## src/rtl/axis_processor_bridge_pkg.sv

```systemverilog
// rtl/axis_processor_bridge_pkg.sv - sizing helpers shared by the AXIS bridge and its FIFO
package axis_bridge_config;

    localparam int ERR_WIDTH = 16;

    // Whole bytes needed to carry a word of the given bit width.
    function automatic int bytes_of(input int bits);
        return (bits + 7) / 8;
    endfunction

    // Lanes of lane_bytes needed to move a word of word_bytes.
    function automatic int beats_of(input int word_bytes, input int lane_bytes);
        return word_bytes / lane_bytes;
    endfunction

    // Counter width able to index n states; never narrower than one bit.
    function automatic int cnt_width(input int n);
        return (n <= 1) ? 1 : $clog2(n);
    endfunction

endpackage

```

## src/rtl/axis_processor_bridge_fifo.sv

```systemverilog
// rtl/axis_processor_bridge_fifo.sv - first-word-fall-through synchronous FIFO
module axis_bridge_fifo
    import axis_bridge_config::*;
#(
    parameter int WIDTH = 8,
    parameter int DEPTH = 16
) (
    input  logic             clk,
    input  logic             arstn,
    input  logic             wr_en,
    input  logic [WIDTH-1:0] wr_data,
    output logic             full,
    input  logic             rd_en,
    output logic [WIDTH-1:0] rd_data,
    output logic             empty
);

    localparam int AW = cnt_width(DEPTH);

    logic [WIDTH-1:0] mem_q [DEPTH];
    logic [AW:0]      wr_ptr_q, wr_ptr_d;
    logic [AW:0]      rd_ptr_q, rd_ptr_d;
    logic             do_wr, do_rd;

    // The extra pointer bit separates the full and empty cases when addresses match.
    always_comb begin
        full     = (wr_ptr_q[AW] != rd_ptr_q[AW]) && (wr_ptr_q[AW-1:0] == rd_ptr_q[AW-1:0]);
        empty    = (wr_ptr_q == rd_ptr_q);
        do_wr    = wr_en && !full;
        do_rd    = rd_en && !empty;
        wr_ptr_d = wr_ptr_q;
        rd_ptr_d = rd_ptr_q;
        if (do_wr) wr_ptr_d = wr_ptr_q + 1'b1;
        if (do_rd) rd_ptr_d = rd_ptr_q + 1'b1;
        rd_data  = mem_q[rd_ptr_q[AW-1:0]];
    end

    always_ff @(posedge clk or negedge arstn) begin
        if (!arstn) begin
            wr_ptr_q <= '0;
            rd_ptr_q <= '0;
        end else begin
            wr_ptr_q <= wr_ptr_d;
            rd_ptr_q <= rd_ptr_d;
        end
    end

    always_ff @(posedge clk) begin
        if (do_wr) mem_q[wr_ptr_q[AW-1:0]] <= wr_data;
    end

endmodule

```

## src/rtl/axis_processor_bridge.sv

```systemverilog
// rtl/axis_processor_bridge.sv - AXIS upsizer to network_source, FIFO + downsizer from network_sink
module axis_processor_bridge
    import axis_bridge_config::*;
#(
    parameter int S_BYTES     = 1,
    parameter int M_BYTES     = 1,
    parameter int INP_WIDTH   = 8,
    parameter int SNK_WIDTH   = 8,
    parameter int FIFO_DEPTH  = 16,
    parameter int FRAME_WORDS = 0
) (
    input  logic                   clk,
    input  logic                   arstn,
    input  logic [S_BYTES*8-1:0]   s_axis_tdata,
    input  logic                   s_axis_tvalid,
    output logic                   s_axis_tready,
    input  logic                   s_axis_tlast,
    output logic [INP_WIDTH-1:0]   src,
    output logic                   src_valid,
    input  logic                   src_ready,
    input  logic [SNK_WIDTH-1:0]   snk,
    input  logic                   snk_valid,
    output logic                   snk_ready,
    output logic [M_BYTES*8-1:0]   m_axis_tdata,
    output logic                   m_axis_tvalid,
    input  logic                   m_axis_tready,
    output logic                   m_axis_tlast,
    output logic [ERR_WIDTH-1:0]   err_count
);

    localparam int INP_BYTES = bytes_of(INP_WIDTH);
    localparam int OUT_BYTES = bytes_of(SNK_WIDTH);
    localparam int IN_BEATS  = beats_of(INP_BYTES, S_BYTES);
    localparam int OUT_BEATS = beats_of(OUT_BYTES, M_BYTES);
    localparam int IW        = INP_BYTES * 8;
    localparam int SW        = S_BYTES * 8;
    localparam int OW        = OUT_BYTES * 8;
    localparam int MW        = M_BYTES * 8;
    localparam int IBW       = cnt_width(IN_BEATS);
    localparam int OBW       = cnt_width(OUT_BEATS);
    localparam int FW        = cnt_width(FRAME_WORDS);

    localparam logic [IBW-1:0] IN_LAST  = IBW'(IN_BEATS - 1);
    localparam logic [OBW-1:0] OUT_LAST = OBW'(OUT_BEATS - 1);
    localparam logic [FW-1:0]  FR_LAST  = FW'(FRAME_WORDS - 1);

    if ((INP_BYTES % S_BYTES) != 0) begin : g_bad_in_ratio
        $fatal(1, "INP_BYTES must be a multiple of S_BYTES");
    end
    if ((OUT_BYTES % M_BYTES) != 0) begin : g_bad_out_ratio
        $fatal(1, "OUT_BYTES must be a multiple of M_BYTES");
    end

    // ---------------- assembler ----------------
    logic [IW-1:0]        asm_q, asm_d;
    logic [IBW-1:0]       beat_q, beat_d;
    logic                 full_q, full_d;
    logic [ERR_WIDTH-1:0] err_q, err_d;
    logic                 s_accept;

    // Beats shift in at the bottom, so the first beat ends up in the top bytes.
    always_comb begin
        s_axis_tready = !full_q || src_ready;
        s_accept      = s_axis_tvalid && s_axis_tready;
        asm_d         = asm_q;
        beat_d        = beat_q;
        full_d        = full_q;
        err_d         = err_q;
        if (full_q && src_ready) full_d = 1'b0;
        if (s_accept) begin
            asm_d = (asm_q << SW) | IW'(s_axis_tdata);
            if (beat_q == IN_LAST) begin
                beat_d = '0;
                full_d = 1'b1;
            end else if (s_axis_tlast) begin
                beat_d = '0;
                if (err_q != '1) err_d = err_q + 1'b1;
            end else begin
                beat_d = beat_q + 1'b1;
            end
        end
    end

    always_ff @(posedge clk or negedge arstn) begin
        if (!arstn) begin
            asm_q  <= '0;
            beat_q <= '0;
            full_q <= 1'b0;
            err_q  <= '0;
        end else begin
            asm_q  <= asm_d;
            beat_q <= beat_d;
            full_q <= full_d;
            err_q  <= err_d;
        end
    end

    assign src       = asm_q[IW-1 -: INP_WIDTH];
    assign src_valid = full_q;
    assign err_count = err_q;

    // ---------------- output FIFO ----------------
    logic          fifo_full, fifo_empty, fifo_rd;
    logic [OW-1:0] fifo_wdata, fifo_rdata;

    assign snk_ready  = !fifo_full;
    assign fifo_wdata = OW'(snk) << (OW - SNK_WIDTH);

    axis_bridge_fifo #(
        .WIDTH (OW),
        .DEPTH (FIFO_DEPTH)
    ) u_fifo (
        .clk     (clk),
        .arstn   (arstn),
        .wr_en   (snk_valid && snk_ready),
        .wr_data (fifo_wdata),
        .full    (fifo_full),
        .rd_en   (fifo_rd),
        .rd_data (fifo_rdata),
        .empty   (fifo_empty)
    );

    // ---------------- serializer ----------------
    logic [OW-1:0]  word_q, word_d;
    logic [OBW-1:0] obeat_q, obeat_d, obeat_nx;
    logic [FW-1:0]  frame_q, frame_d;
    logic           tvalid_q, tvalid_d;
    logic           tlast_q, tlast_d;
    logic           beat_acc, last_acc;

    function automatic logic frame_done(input logic [FW-1:0] f);
        return (FRAME_WORDS == 0) || (f == FR_LAST);
    endfunction

    always_comb begin
        beat_acc = tvalid_q && m_axis_tready;
        last_acc = beat_acc && (obeat_q == OUT_LAST);
        fifo_rd  = !fifo_empty && (!tvalid_q || last_acc);
        obeat_nx = obeat_q + 1'b1;
        word_d   = word_q;
        obeat_d  = obeat_q;
        frame_d  = frame_q;
        tvalid_d = tvalid_q;
        tlast_d  = tlast_q;
        if (last_acc) frame_d = frame_done(frame_q) ? '0 : frame_q + 1'b1;
        // A pop on the final-beat handshake must see the already-advanced frame position.
        if (fifo_rd) begin
            word_d   = fifo_rdata;
            obeat_d  = '0;
            tvalid_d = 1'b1;
            tlast_d  = (OUT_BEATS == 1) && frame_done(frame_d);
        end else if (last_acc) begin
            tvalid_d = 1'b0;
            tlast_d  = 1'b0;
        end else if (beat_acc) begin
            word_d   = word_q << MW;
            obeat_d  = obeat_nx;
            tlast_d  = (obeat_nx == OUT_LAST) && frame_done(frame_q);
        end
    end

    always_ff @(posedge clk or negedge arstn) begin
        if (!arstn) begin
            word_q   <= '0;
            obeat_q  <= '0;
            frame_q  <= '0;
            tvalid_q <= 1'b0;
            tlast_q  <= 1'b0;
        end else begin
            word_q   <= word_d;
            obeat_q  <= obeat_d;
            frame_q  <= frame_d;
            tvalid_q <= tvalid_d;
            tlast_q  <= tlast_d;
        end
    end

    assign m_axis_tdata  = word_q[OW-1 -: MW];
    assign m_axis_tvalid = tvalid_q;
    assign m_axis_tlast  = tlast_q;

endmodule

```

## config.mk

```make
export PLATFORM = sky130hd
export DESIGN_NAME = axis_processor_bridge
export DESIGN_NICKNAME = d
export VERILOG_FILES = /design/src/rtl/axis_processor_bridge_pkg.sv /design/src/rtl/axis_processor_bridge_fifo.sv /design/src/rtl/axis_processor_bridge.sv
export SDC_FILE = /design/constraint.sdc
export NUM_CORES = 1
export LEC_CHECK = 0
export BUFFER_PORTS_ARGS = -buffer_cell sky130_fd_sc_hd__buf_2
export CAP_MARGIN = 10
export CORE_MARGIN = 3
export CORE_UTILIZATION = 45
export DETAILED_ROUTE_END_ITERATION = 6
export GPL_TIMING_DRIVEN = 1
export RECOVER_POWER = 25
export SLEW_MARGIN = 30
export SYNTH_ARGS = -nofsm -noshare
export SYNTH_HDL_FRONTEND = slang
export SYNTH_HIERARCHICAL = 1
export SYNTH_SLANG_ARGS = --single-unit
```

## constraint.sdc

```tcl
create_clock -name clk -period 6.9 [get_ports clk]
set_clock_uncertainty 0.2 [all_clocks]
set_input_delay 0.69 -clock clk [delete_from_list [all_inputs] [get_ports clk]]
set_output_delay 0.69 -clock clk [all_outputs]
set_load 0.01 [all_outputs]
```

* Word-level counts from Yosys, hierarchy flattened
Memories as Yosys holds them, arrays and structs flattened.
Cells that the tools add are included.
** Word-level totals
- Output and inout port bits :: 37
- Word-level logic and storage cells :: 61
- Bits in writable memories :: 128
- Memories :: 1
- Flip-flop bits (word level) :: 47
- Bits of input ports :: 23
** Operators by class
- Bitwise gates (word level) :: 2
- Reduce and logical (&&, ||, !) cells :: 20
- Multiplexer cells :: 18
- $add $sub $neg :: 5
- Eq/ne operators :: 5
** Memory list
- u_fifo.mem_q :: words 16, width 8, read ports 1, clocked after Yosys merged registers in 0, write ports 1, line axis_processor_bridge_fifo.sv:20 : logic [WIDTH-1:0] mem_q [DEPTH];
** Operators with widths (number)
- 8-bit 2-to-1 mux :: 3
- 16-bit by 1-bit adder with 16-bit output, second input constant :: 1
- 16-bit != test, second input constant :: 1
- 1-bit 2-to-1 mux :: 15
- 5-bit by 1-bit adder with 5-bit output, second input constant :: 2
- 1-bit logical AND :: 9
- 5-bit equality test :: 1
- 4-bit equality test :: 1
- 1-bit zero test :: 4
- 4-bit AND reduction :: 1
- 2-bit nonzero test :: 2
- 3-bit nonzero test :: 1
- 1-bit adder, second input constant :: 2
- 1-bit logical OR :: 2
- 2-bit by 1-bit != test with 1-bit output, second input constant :: 1
- 1-bit NOT :: 2
- 2-bit AND reduction :: 1
- 1-bit != test :: 1

* Longest topological paths before layout
- Word-level depth :: 7
- Depth in mapped cells :: 11
- Gate-level depth less buffers :: 7

* Hierarchy
Netlist, hierarchy kept.
** Modules (own cells, without submodules)
- axis_bridge_fifo :: seq. area each 4093.9 µm², area an instance 5585.4 µm², cells an instance 277, times used 1
- axis_processor_bridge :: seq. area each 925.9 µm², area an instance 1746.7 µm², cells an instance 156, times used 1

* Least setup slack after synthesis
Ideal clock, no wire load.
- Path type :: register to register
- Start point :: register u_fifo.rd_ptr_q[1]
- End point :: memory u_fifo.mem_q[3][0], enable pin
- Period minus slack after synthesis :: 3.009 ns
- Path buffers :: 3
- Setup slack :: 3.891 ns
- Data arrival time :: 2.426 ns
- Cell stages (with the launch flop) :: 11
- Setup time :: 0.383 ns
- Required time :: 6.317 ns
- Cells stage by stage :: dfrtp_1 -> buf_6 -> xnor2_1 -> nand4_1 -> buf_4 -> nor2_2 -> buf_6 -> nor2b_1 -> nand2_1 -> o21bai_2 -> nor3_1
** On the way
- Longest elaborated chain between the ends :: 7
** RTL lines
- from (decl) :: line axis_processor_bridge_fifo.sv:22 : logic [AW:0] rd_ptr_q, rd_ptr_d;
- from (signal assigned) :: line axis_processor_bridge_fifo.sv:44 : rd_ptr_q <= rd_ptr_d;
- 4-bit equality test * :: line axis_processor_bridge_fifo.sv:27 : full = (wr_ptr_q[AW] != rd_ptr_q[AW]) && (wr_ptr_q[AW-1:0] == rd_ptr_q[AW-1:0]);
- 1-bit logical AND * :: line axis_processor_bridge_fifo.sv:27
- named net fifo_full :: line axis_processor_bridge.sv:103 : logic fifo_full, fifo_empty, fifo_rd;
- 1-bit zero test * :: line axis_processor_bridge_fifo.sv:29, axis_processor_bridge.sv:106
- 1-bit logical AND :: line axis_processor_bridge.sv:115 : .wr_en (snk_valid && snk_ready),
- 1-bit logical AND * :: line axis_processor_bridge_fifo.sv:29 : do_wr = wr_en && !full;
- 1-bit 2-to-1 mux * :: line axis_processor_bridge_fifo.sv:49 : if (do_wr) mem_q[wr_ptr_q[AW-1:0]] <= wr_data;
- 1-bit 2-to-1 mux (not written as such) * :: line axis_processor_bridge_fifo.sv:49
- to (decl) :: line axis_processor_bridge_fifo.sv:20
The timed path passes the listed nets; every way through them passes the cells marked *.

* Worst setup path in the final report
- Start point :: register u_fifo.rd_ptr_q[1]
- End point :: output snk_ready
** On the way
- Longest elaborated chain between the ends :: 3
** RTL lines
- 4-bit equality test :: line axis_processor_bridge_fifo.sv:27
- 1-bit logical AND :: line axis_processor_bridge_fifo.sv:27
- named net fifo_full :: line axis_processor_bridge.sv:103
- 1-bit zero test :: line axis_processor_bridge.sv:106 : assign snk_ready = !fifo_full;
- to (decl) :: line axis_processor_bridge.sv:23 : output logic snk_ready,
The timed path passes the listed nets, and every way through them passes these cells.

==> impl_metrics.json <==
{
  "synth-edff-count": 128,
  "yosysSeqAreaShare": 0.6846,
  "fmax_ghz": 0.2550,
  "yosysWarnings": 6,
  "start_util": 0.4599,
  "path_cells": "buf_4 -> xnor2_1 -> nand4_1 -> nor2_2 -> inv_1 -> buf_2",
  "synth_top_area_cell": "edfxtp_1",
  "place_hpwl_um": 9369,
  "critPathArrivalTime_ns": 3.03,
  "period_minus_slack_ns": 3.921,
  "fill_cells": 1290,
  "firstDrtPassIters": 5,
  "hold_class": "in2async",
  "switching_power_uw": 1035,
  "hold_buffers": 0,
  "wl_um": 14260,
  "startpoint": "u_fifo/rd_ptr_q[1]$_DFFE_PN0P_",
  "critical-path-max-stage-delay_ns": 0.73,
  "nNetsFinal": 526,
  "antenna_found_initial": 0,
  "final_max_slew_viol_count": 0,
  "worstPathMaxFanout": 36,
  "p_per_area_nw_per_um2": 377.8,
  "antenna_left": 0,
  "utilization": 0.5275,
  "synth_seq_cells": 175,
  "power_uw": 3178,
  "fin_crit_sh": 0.5683,
  "cts_num_sinks": 175,
  "drc_errors": 0,
  "grt_max_degree": 48,
  "start_kind": "flip-flop",
  "cts_tree": "yes",
  "drt_iter0_drc": 244,
  "vias": 4067,
  "final-hold-violation-count": 0,
  "htree_levels": 4,
  "timing.hold.ws_ns": 0.1473,
  "async_flop_share": 0.2686,
  "drt-vias-per-instance": 5.602,
  "seq_power_share": 0.431,
  "areaGrowthSynthToFinish_pct": 14.71,
  "p_leak_uw": 0.003052,
  "clockRootBuffer": "clkbuf_16",
  "diodes": 0,
  "r2r_start": "u_fifo/rd_ptr_q[1]$_DFFE_PN0P_",
  "rows": 46,
  "power_frac_comb": 0.290,
  "fin_setup_tns_ns": 0,
  "wl_per_cell_um": 19.65,
  "layout_setup_ws_ns": 2.979,
  "ys_top_cells_by_count": "edfxtp_1, dfrtp_1, mux4_2, nand2_1, a22oi_1",
  "dieHeight_um": 133.6,
  "drive_gt1_frac": 0.2941,
  "synth_area_leaders": "edfxtp_1, dfrtp_1, mux4_2, mux4_1, mux2_2",
  "syn_area_um2": 7332,
  "synth_fp_nets": 462,
  "power.share.clock": 0.279,
  "end_kind": "primary output",
  "netSwitchingFraction": 0.3257,
  "grt_pass1_wl_um": 22320,
  "ys_types": 52,
  "cts_setup_buffers": 0,
  "intPower_uw": 2143,
  "gp_congestion": 0.8405,
  "clk_latency_ns": 0.43,
  "status": "finished, final reports clean",
  "dp_slack_ns": 2.830,
  "vdd.ir_drop.worst_uv": 208.0,
  "worst_pin_slew_ns": 0.8183,
  "io-pin-count": 60,
  "coreArea_um2": 15940,
  "rsz0062_at_grt": "false",
  "track_usage": 0.1675,
  "yosysMostFrequentCell": "edfxtp_1",
  "setup_viol": 0,
  "synth.avg_cell_area_um2": 16.93,
  "synth-main-ff-cell": "edfxtp_1",
  "crit_type": "reg2out",
  "clock_path_buffers": 2,
  "io_buffers": 59,
  "synth_top_area_frac": 0.5242,
  "cap_violations": 0,
  "gr-total-overflow": 0,
  "path_clk_slew_ns": 0.07,
  "die-area_um2": 17860,
  "slowest_stage": "nor2_2",
  "die_w_um": 133.6,
  "critPathRequiredTime_ns": 6.01,
  "grt_pass1_vias": 4044,
  "cts_made_buffers": 17,
  "synthCells": 433,
  "max-slew-margin-rel": 0.4525,
  "cts_resized": 0
}
## power by group through the flow
stage | sequential (µW) | clock (µW) | combinational [µW]
4_1_cts | 1370 | 910 | 932
3_5_place_dp | 1390 | 0 | 928
3_3_place_gp | 1390 | 0 | 899
2_1_floorplan | 1370 | 0 | 711
5_1_grt | 1390 | 954 | 1000
6_report | 1370 | 887 | 920
## cells by family (layout without fill, tap and decap cells)
logic type,count (synthesis),after routing,share of synthesized area
xor+xnor,25,25,0.02986
flops,175,175,0.6846
buf+inv,28,105,0.02235
simple gates,92,92,0.07116
fa+ha+maj,6,6,0.01024
mux,46,46,0.1239
compound gates,61,61,0.05785
## final cells by class
class | instances | area [µm²] | area share
clock buffers | 17 | 425.4 | 0.05058
clock inverters | 15 | 132.6 | 0.01577
inverters | 6 | 22.52 | 0.002678
multi-input cells | 230 | 2191 | 0.2605
flip-flops and latches | 175 | 5021 | 0.5970
well taps | 216 | 270.3 | 0.03213
repair buffers | 67 | 347.8 | 0.04136
## per-stage QoR
stage          cell area (µm²)  std cells
2_1_floorplan             7332        433
3_3_place_gp              7818        694
3_5_place_dp              7855        694
4_1_cts                   8413        726
5_1_grt                   8411        726
6_report                  8411        726
## worst max-delay path: cells and delay by family, from the launching register on
kind                   cells  cell delay (ns)
AND/OR/NAND/NOR            2             1.18
buffers and inverters      3             0.87
flip-flops                 1             0.34
XOR/XNOR                   1             0.19
## flip-flops by register name (all words and copies together), names as in the netlist
register	flops
m_axis_tlast	1
src	8
m_axis_tvalid	1
u_fifo/mem_q	128
m_axis_tdata	8
src_valid	1
u_fifo/wr_ptr_q	5
err_count	16
u_fifo/rd_ptr_q	5
obeat_q	1
beat_q	1
## per-layer routing
metal	share of wire	wire length (µm)	global-route usage	up-vias
li1	-	-	-	1843
met1	0.43	6063	0.2235	2063
met2	0.50	7096	0.2698	139
met3	0.058	828	0.03965	22
met4	0.019	276	0.06343	0
met5	0	0	0	-
## path summary, 6_finish.rpt
kind	to	slack (ns)	cells past startpoint
min in group clk	src[4]$_DFFE_PN0P_	0.30	2
worst max register to register	u_fifo/mem_q[15][0]$_DFFE_PP_	3.03	8
worst min-delay path	m_axis_tdata[2]$_DFFE_PN0P_	0.15	2
worst max-delay path	snk_ready	2.98	6
worst min register to register	src[4]$_DFFE_PN0P_	0.30	1
max in group asynchronous	u_fifo/rd_ptr_q[1]$_DFFE_PN0P_	5.90	2
## cells in the final DEF (no fill, tap or decap), types with 7 or more instances in the layout
cell type,synthesis,final
edfxtp_1,128,128
buf_2,6,53
dfrtp_1,47,46
mux4_2,25,25
nand2_1,24,24
clkbuf_16,0,17
a22oi_1,16,16
xnor2_1,15,15
a21oi_1,13,13
mux2_2,12,12
o21ai_0,11,11
xor2_1,10,10
o32ai_1,8,8
buf_4,1,8
nor3_2,0,8
nand2b_1,7,7
nor2_1,8,7
nor4_1,7,7
mux4_1,7,7
No activity file was read; power rests on OpenSTA's default activity.
